--- config.mk ---
export PLATFORM = sky130hd
export DESIGN_NAME = frame_ctrl
export DESIGN_NICKNAME = d
export VERILOG_FILES = /design/src/rtl/frame_ctrl.sv
export SDC_FILE = /design/constraint.sdc
export NUM_CORES = 1
export LEC_CHECK = 0
export CAP_MARGIN = 20
export CORE_ASPECT_RATIO = 0.6
export CORE_MARGIN = 2
export CORE_UTILIZATION = 51
export CTS_BUF_LIST = sky130_fd_sc_hd__clkbuf_16
export DETAILED_ROUTE_END_ITERATION = 7
export DONT_BUFFER_PORTS = 1
export GPL_ROUTABILITY_DRIVEN = 0
export GPL_TIMING_DRIVEN = 0
export MAX_ROUTING_LAYER = met4
export PLACE_DENSITY = 0.66
export REMOVE_ABC_BUFFERS = 1
export SLEW_MARGIN = 20
export SYNTH_ARGS = -nofsm -noshare
export SYNTH_HDL_FRONTEND = slang
export SYNTH_SLANG_ARGS = --single-unit
export TNS_END_PERCENT = 1
--- constraint.sdc ---
create_clock -name clk -period 6.5 [get_ports clk]
set_input_delay 0.325 -clock clk [delete_from_list [all_inputs] [get_ports clk]]
set_output_delay 0.325 -clock clk [all_outputs]
set_load 0.05 [all_outputs]
--- src/rtl/frame_ctrl.sv ---
`default_nettype none
// ============================================================================
//  Module      : frame_ctrl
//  Description : Stack frame controller. Decodes PUSH / POP / CALL / RET /
//                DROPN commands into registered stack operations, tracks the
//                stack index and the current underflow limit, and keeps a
//                LIFO of saved limits for nested call frames. A DROPN of N
//                entries is spread over N consecutive pop cycles.
//  Options     : FRAME_CTRL_ARITY_CHECK_EN - when defined, RET checks that
//                the number of entries above the limit equals cmd_count and
//                flags an arity error (err=3) otherwise.
//  Revision    : 1.0 - initial release
// ============================================================================
module frame_ctrl #(
    parameter int WIDTH  = 8,   // stack data width
    parameter int DEPTH  = 8,   // stack index is DEPTH+1 bits, capacity 2^DEPTH
    parameter int FRAMES = 4    // frame LIFO holds 2^FRAMES saved limits
) (
    input  logic              clk,
    input  logic              reset,
    input  logic              cmd_valid,
    output logic              cmd_ready,
    input  logic [2:0]        cmd,
    input  logic [WIDTH-1:0]  cmd_data,
    input  logic [DEPTH:0]    cmd_count,
    output logic [1:0]        stk_op,
    output logic [WIDTH-1:0]  stk_data,
    output logic [DEPTH:0]    stk_limit,
    output logic [DEPTH:0]    depth,
    output logic [FRAMES:0]   level,
    output logic              busy,
    output logic [1:0]        err
);

    // ------------------------------------------------------------------------
    // Constants
    // ------------------------------------------------------------------------
    localparam int NFRAMES = 1 << FRAMES;

    // Full-stack index and full-LIFO level, both one past the last slot
    localparam logic [DEPTH:0]  MAXD     = {1'b1, {DEPTH{1'b0}}};
    localparam logic [FRAMES:0] MAXF     = {1'b1, {FRAMES{1'b0}}};
    localparam logic [DEPTH:0]  ONE_D    = {{DEPTH{1'b0}}, 1'b1};
    localparam logic [FRAMES:0] ONE_L    = {{FRAMES{1'b0}}, 1'b1};

    // Command codes (6 and 7 fall through to the default and do nothing)
    localparam logic [2:0] CMD_NOP   = 3'd0;
    localparam logic [2:0] CMD_PUSH  = 3'd1;
    localparam logic [2:0] CMD_POP   = 3'd2;
    localparam logic [2:0] CMD_CALL  = 3'd3;
    localparam logic [2:0] CMD_RET   = 3'd4;
    localparam logic [2:0] CMD_DROPN = 3'd5;

    // Stack op codes; code 3 (replace) exists on the stack side but this
    // controller never issues it
    localparam logic [1:0] OP_NONE = 2'd0;
    localparam logic [1:0] OP_PUSH = 2'd1;
    localparam logic [1:0] OP_POP  = 2'd2;

    // Error codes
    localparam logic [1:0] ERR_NONE  = 2'd0;
    localparam logic [1:0] ERR_OVER  = 2'd1;
    localparam logic [1:0] ERR_UNDER = 2'd2;
`ifdef FRAME_CTRL_ARITY_CHECK_EN
    localparam logic [1:0] ERR_ARITY = 2'd3;
`endif

    typedef enum logic [0:0] {
        IDLE = 1'b0,
        DROP = 1'b1
    } state_t;

    // ------------------------------------------------------------------------
    // State
    // ------------------------------------------------------------------------
    state_t            state;
    logic [DEPTH:0]    drop_left;     // pops still owed by the current DROPN
    logic [DEPTH:0]    lifo [NFRAMES];

    // ------------------------------------------------------------------------
    // Command decode helpers
    // ------------------------------------------------------------------------
    logic              accept;
    logic [DEPTH:0]    avail;         // entries above the current limit
    logic              lifo_full;
    logic              call_ok;
    logic [FRAMES-1:0] top_idx;
    logic [DEPTH:0]    lifo_top;

    // Commands are taken only in IDLE; reset masks ready in the same cycle
    assign cmd_ready = (state == IDLE) && !reset;
    assign accept    = cmd_valid && cmd_ready;

    // depth never drops below stk_limit, so this difference cannot wrap
    assign avail     = depth - stk_limit;
    assign lifo_full = (level == MAXF);

    // A CALL that actually saves a frame; shared by the FSM and the LIFO
    assign call_ok   = accept && (cmd == CMD_CALL) && !lifo_full
                       && (cmd_count <= avail);

    // Top-of-LIFO slot; the value read at level 0 is never used
    assign top_idx   = level[FRAMES-1:0] - FRAMES'(1);
    assign lifo_top  = lifo[top_idx];

    // ------------------------------------------------------------------------
    // Frame LIFO storage: saves the outgoing limit on every successful CALL.
    // Contents are don't-care after reset, so the array carries no reset.
    // ------------------------------------------------------------------------
    always_ff @(posedge clk) begin
        if (call_ok) begin
            lifo[level[FRAMES-1:0]] <= stk_limit;
        end
    end

    // ------------------------------------------------------------------------
    // Control FSM: decodes accepted commands, drives all registered outputs
    // and sequences multi-cycle DROPN pops.
    // ------------------------------------------------------------------------
    always_ff @(posedge clk) begin
        if (reset) begin
            state     <= IDLE;
            depth     <= '0;
            stk_limit <= '0;
            level     <= '0;
            err       <= ERR_NONE;
            busy      <= 1'b0;
            stk_op    <= OP_NONE;
            stk_data  <= '0;
            drop_left <= '0;
        end else begin
            // Stack ops are single-cycle pulses unless re-issued below
            stk_op <= OP_NONE;

            case (state)
                IDLE: begin
                    if (accept) begin
                        case (cmd)
                            CMD_NOP: begin
                            end

                            CMD_PUSH: begin
                                if (depth < MAXD) begin
                                    stk_op   <= OP_PUSH;
                                    stk_data <= cmd_data;
                                    depth    <= depth + ONE_D;
                                end else begin
                                    err <= ERR_OVER;
                                end
                            end

                            CMD_POP: begin
                                if (depth > stk_limit) begin
                                    stk_op <= OP_POP;
                                    depth  <= depth - ONE_D;
                                end else begin
                                    err <= ERR_UNDER;
                                end
                            end

                            CMD_CALL: begin
                                // Full LIFO takes precedence over short operands
                                if (lifo_full) begin
                                    err <= ERR_OVER;
                                end else if (cmd_count > avail) begin
                                    err <= ERR_UNDER;
                                end else begin
                                    // The callee's frame starts below its arguments
                                    stk_limit <= depth - cmd_count;
                                    level     <= level + ONE_L;
                                end
                            end

                            CMD_RET: begin
                                if (level == '0) begin
                                    err <= ERR_UNDER;
                                end
`ifdef FRAME_CTRL_ARITY_CHECK_EN
                                else if (cmd_count != avail) begin
                                    err <= ERR_ARITY;
                                end
`endif
                                else begin
                                    // Results stay on the stack; only the limit moves
                                    stk_limit <= lifo_top;
                                    level     <= level - ONE_L;
                                end
                            end

                            CMD_DROPN: begin
                                if (cmd_count == '0) begin
                                    // Nothing to drop
                                end else if (cmd_count > avail) begin
                                    err <= ERR_UNDER;
                                end else begin
                                    // First pop goes out with the accept so busy
                                    // lines up exactly with the pop pulses
                                    state     <= DROP;
                                    busy      <= 1'b1;
                                    stk_op    <= OP_POP;
                                    depth     <= depth - ONE_D;
                                    drop_left <= cmd_count - ONE_D;
                                end
                            end

                            default: begin
                            end
                        endcase
                    end
                end

                DROP: begin
                    if (drop_left == '0) begin
                        state <= IDLE;
                        busy  <= 1'b0;
                    end else begin
                        stk_op    <= OP_POP;
                        depth     <= depth - ONE_D;
                        drop_left <= drop_left - ONE_D;
                    end
                end

                default: begin
                    state <= IDLE;
                    busy  <= 1'b0;
                end
            endcase
        end
    end

endmodule
`default_nettype wire

==> reports/metrics.cfg <==
[critical_path]
cp_data_arrival_time_ns = 5.84
path_cells = inv_1, fa_1, nor2b_1, o21ai_0, a21boi_0, o21ai_0, a21oi_1, xnor2_1, ha_1, nand4_1, o21bai_1, o31ai_2, and3_1, nand2_1, nor2_1
cp_max_fo = 9
start_kind = register
worstPathRequired_ns = 6.55
cpMostUsedCell = o21ai_0
endpoint_kind = register
cpMaxStageDelayCell = dfxtp_1
path_class = register to register
cpPeakStageDelay_ns = 0.88

[route]
drc_errors = 0
first_iter_violations = 1000
vias_per_cell = 6.595
dr.pass1.iters = 5
routed_wl_um = 24700
vias = 6813
routedWlPerCell_um = 23.91
antenna_left = 0

[sta]
finalHoldViolCount = 0
rsz0062_at_grt = false
tns_ns = 0
max_freq_mhz = 172.8
setup_viol = 0
min_period_ns = 5.789
slew_headroom_pct = 25.81
skew_ns = 0.009878
fin_crit_sh_pct = 89.06
worst_slack_ns = 0.7114
maxSlewViolCount = 0
worstMarginPinSlew_ns = 1.111

[global_route]
antenna_found_initial = 0
grt_pass1_wl_um = 38170
grt_pass1_vias = 6563
grt_start_max_net_pins = 37
grt_overflow = 0
grt_usage_pct = 26.19

[clock_tree]
htree_levels = 4
clock_latency_ns = 0.44
cts_resized = 0
clk_pin_slew_ns = 0.07
cts_setup_buffers = 0
cts_tree = done
clock_sinks = 190
root_buffer = clkbuf_16
cts_made_buffers = 17
ctsLongestPathBuffers = 2

[floorplan]
io-pin-count = 60
start_util_pct = 51.73
core_um2 = 18880
dieArea_um2 = 20310
die_x_um = 182.7
placementRows = 39
die_y_um = 111.2

[placement]
portBuffers = 0
hpwl_um = 16870
post-place-ws_ns = 0.7219

[power_and_ir_drop]
ir_drop_v = 0.0002202
swShare_pct = 34.41
power.share.clock_pct = 30.6
leakagePower_nw = 3.571
intPower_mw = 2.279
power.share.sequential_pct = 44.4
p_per_area_nw_per_um2 = 324.4
power_frac_comb_pct = 25.0
power.switching_mw = 1.196

[yosys]
ys_seq_area_share_pct = 53.69
synthFlopType = edfxtp_1
synth_seq_cells = 190
synthCells = 784
ys_warn_count = 0
synth-edff-count = 144
synth_cell_type_count = 81
syn_avg_cell_area_um2 = 12.46
netlist_area_um2 = 9769
synthArstFlopShare_pct = 0

[layout]
diodes = 0
final_util_pct = 56.72
most-common-layout-cells = edfxtp_1 (144), nand2_1 (62), nor2_1 (54), mux4_2 (43)
area_growth_pct = 9.644
fin_nets = 836
drive_above_1_share_pct = 16.39
final_common_cell = edfxtp_1

[hold_path]
hold_path.class = input pin to register

[flow_run]
max-cap-violations = 0

[outcome]
status = finished, final reports clean

-- worst paths after layout --
path | from | endpoint | slack (ns) | cells after the start
worst min-delay path | cmd_data[0] | stk_data[0]$_SDFFE_PP0P_ | 0.03 | 2
worst min register to register | drop_left[6]$_SDFFE_PP0P_ | drop_left[6]$_SDFFE_PP0P_ | 0.56 | 2
worst max-delay path | depth[1]$_SDFFE_PP0P_ | lifo[9][1]$_DFFE_PP_ | 0.71 | 15
worst max register to register | depth[1]$_SDFFE_PP0P_ | lifo[9][1]$_DFFE_PP_ | 0.71 | 15
-- synthesized netlist by cell type, types with 4 or more instances --
cell | instances | area share [%]
o21bai_1 | 4 | 0.31
mux2i_1 | 14 | 1.4
clkbuf_1 | 24 | 0.92
o22ai_1 | 4 | 0.26
nand4_1 | 5 | 0.32
nor3_1 | 28 | 1.4
o32ai_1 | 5 | 0.45
a211oi_1 | 15 | 1.2
o31ai_1 | 8 | 0.61
and3_1 | 4 | 0.26
a211o_1 | 6 | 0.54
mux4_2 | 43 | 9.9
xor2_1 | 4 | 0.36
nor2_1 | 62 | 2.4
ha_1 | 36 | 4.6
nor2b_1 | 13 | 0.83
or3_1 | 5 | 0.32
o21a_1 | 5 | 0.38
a21oi_1 | 39 | 2.0
nand2_1 | 62 | 2.4
dfxtp_1 | 46 | 9.4
nor4_1 | 8 | 0.51
nand3b_1 | 6 | 0.46
nand3_1 | 23 | 1.2
inv_1 | 27 | 1.0
o21ai_0 | 13 | 0.67
a21o_1 | 6 | 0.46
buf_2 | 8 | 0.41
xnor2_1 | 15 | 1.3
nand2b_1 | 11 | 0.70
nor3b_1 | 4 | 0.31
a31oi_1 | 11 | 0.70
or2_2 | 6 | 0.38
edfxtp_1 | 144 | 44
-- cell type report --
class	count	area [µm²]
inverter	29	108.9
multi-input combinational	527	4303
sequential	190	5256
clock buffer	17	425.4
tap	246	307.8
clock inverter	15	176.4
fill	1499	8173
timing repair buffer	9	133.9
-- sequential cells by signal, indices dropped and copies added, names as in the netlist --
| register | count |
|---|---|
| lifo | 144 |
| depth | 9 |
| drop_left | 9 |
| stk_limit | 9 |
| stk_data | 8 |
| level | 5 |
| err | 2 |
| stk_op | 2 |
| busy | 1 |
| state | 1 |
-- worst max-delay path, delay by kind of cell, from the launching register on --
| kind | cells | cell delay (ns) |
|---|---|---|
| AO/OA/AOI/OAI | 6 | 1.55 |
| adder cells (fa/ha/maj) | 2 | 0.77 |
| buffers and inverters | 1 | 0.37 |
| XOR/XNOR | 1 | 0.16 |
| flip-flops | 1 | 0.88 |
| AND/OR/NAND/NOR | 5 | 1.66 |
-- cell families after synthesis --
family,after synthesis,share of synthesized area (%)
AOI/OAI and AO/OA,156,11.57
xor gates and xnor gates,20,1.870
adders and majority gates,39,5.225
buffers and inverters,67,2.869
DFF,190,53.69
muxes,59,11.58
and+or+nand+nor,253,13.20
-- per-layer routing --
layer	GRT usage [%]	routed length, µm
met4	6.022	282
met1	39.75	11700
met5	-	0
met3	7.030	2457
met2	34.96	10260
-- through the flow --
step / area, µm² / instances / hold WS, ns / power (mW)
6_report: 10710 / 1033 / 0.02677 / 3.474
5_1_grt: 10710 / 1033 / 0.007412 / 3.645
4_1_cts: 10690 / 1033 / 0.007055 / 3.471
3_5_place_dp: 10060 / 999 / 0.3963 / 2.404
3_3_place_gp: 9906 / 992 / 0.4023 / 2.364
2_1_floorplan: 9598 / 746 / 0.3941 / 2.176
-- power by group through the flow --
stage	combinational (mW)	clock [mW]	sequential (mW)
CTS	0.852	1.08	1.54
global placement	0.800	0	1.56
floorplan	0.661	0	1.52
detailed placement	0.840	0	1.56
finish	0.869	1.06	1.54
global route	0.959	1.14	1.55
-- timing repair --
action,4_1_cts,5_1_grt
endpoints found under the hold margin,35,0
hold buffers,2,0
endpoints found under the setup margin,0,0
Note: power is estimated with default switching activity, not from simulation.
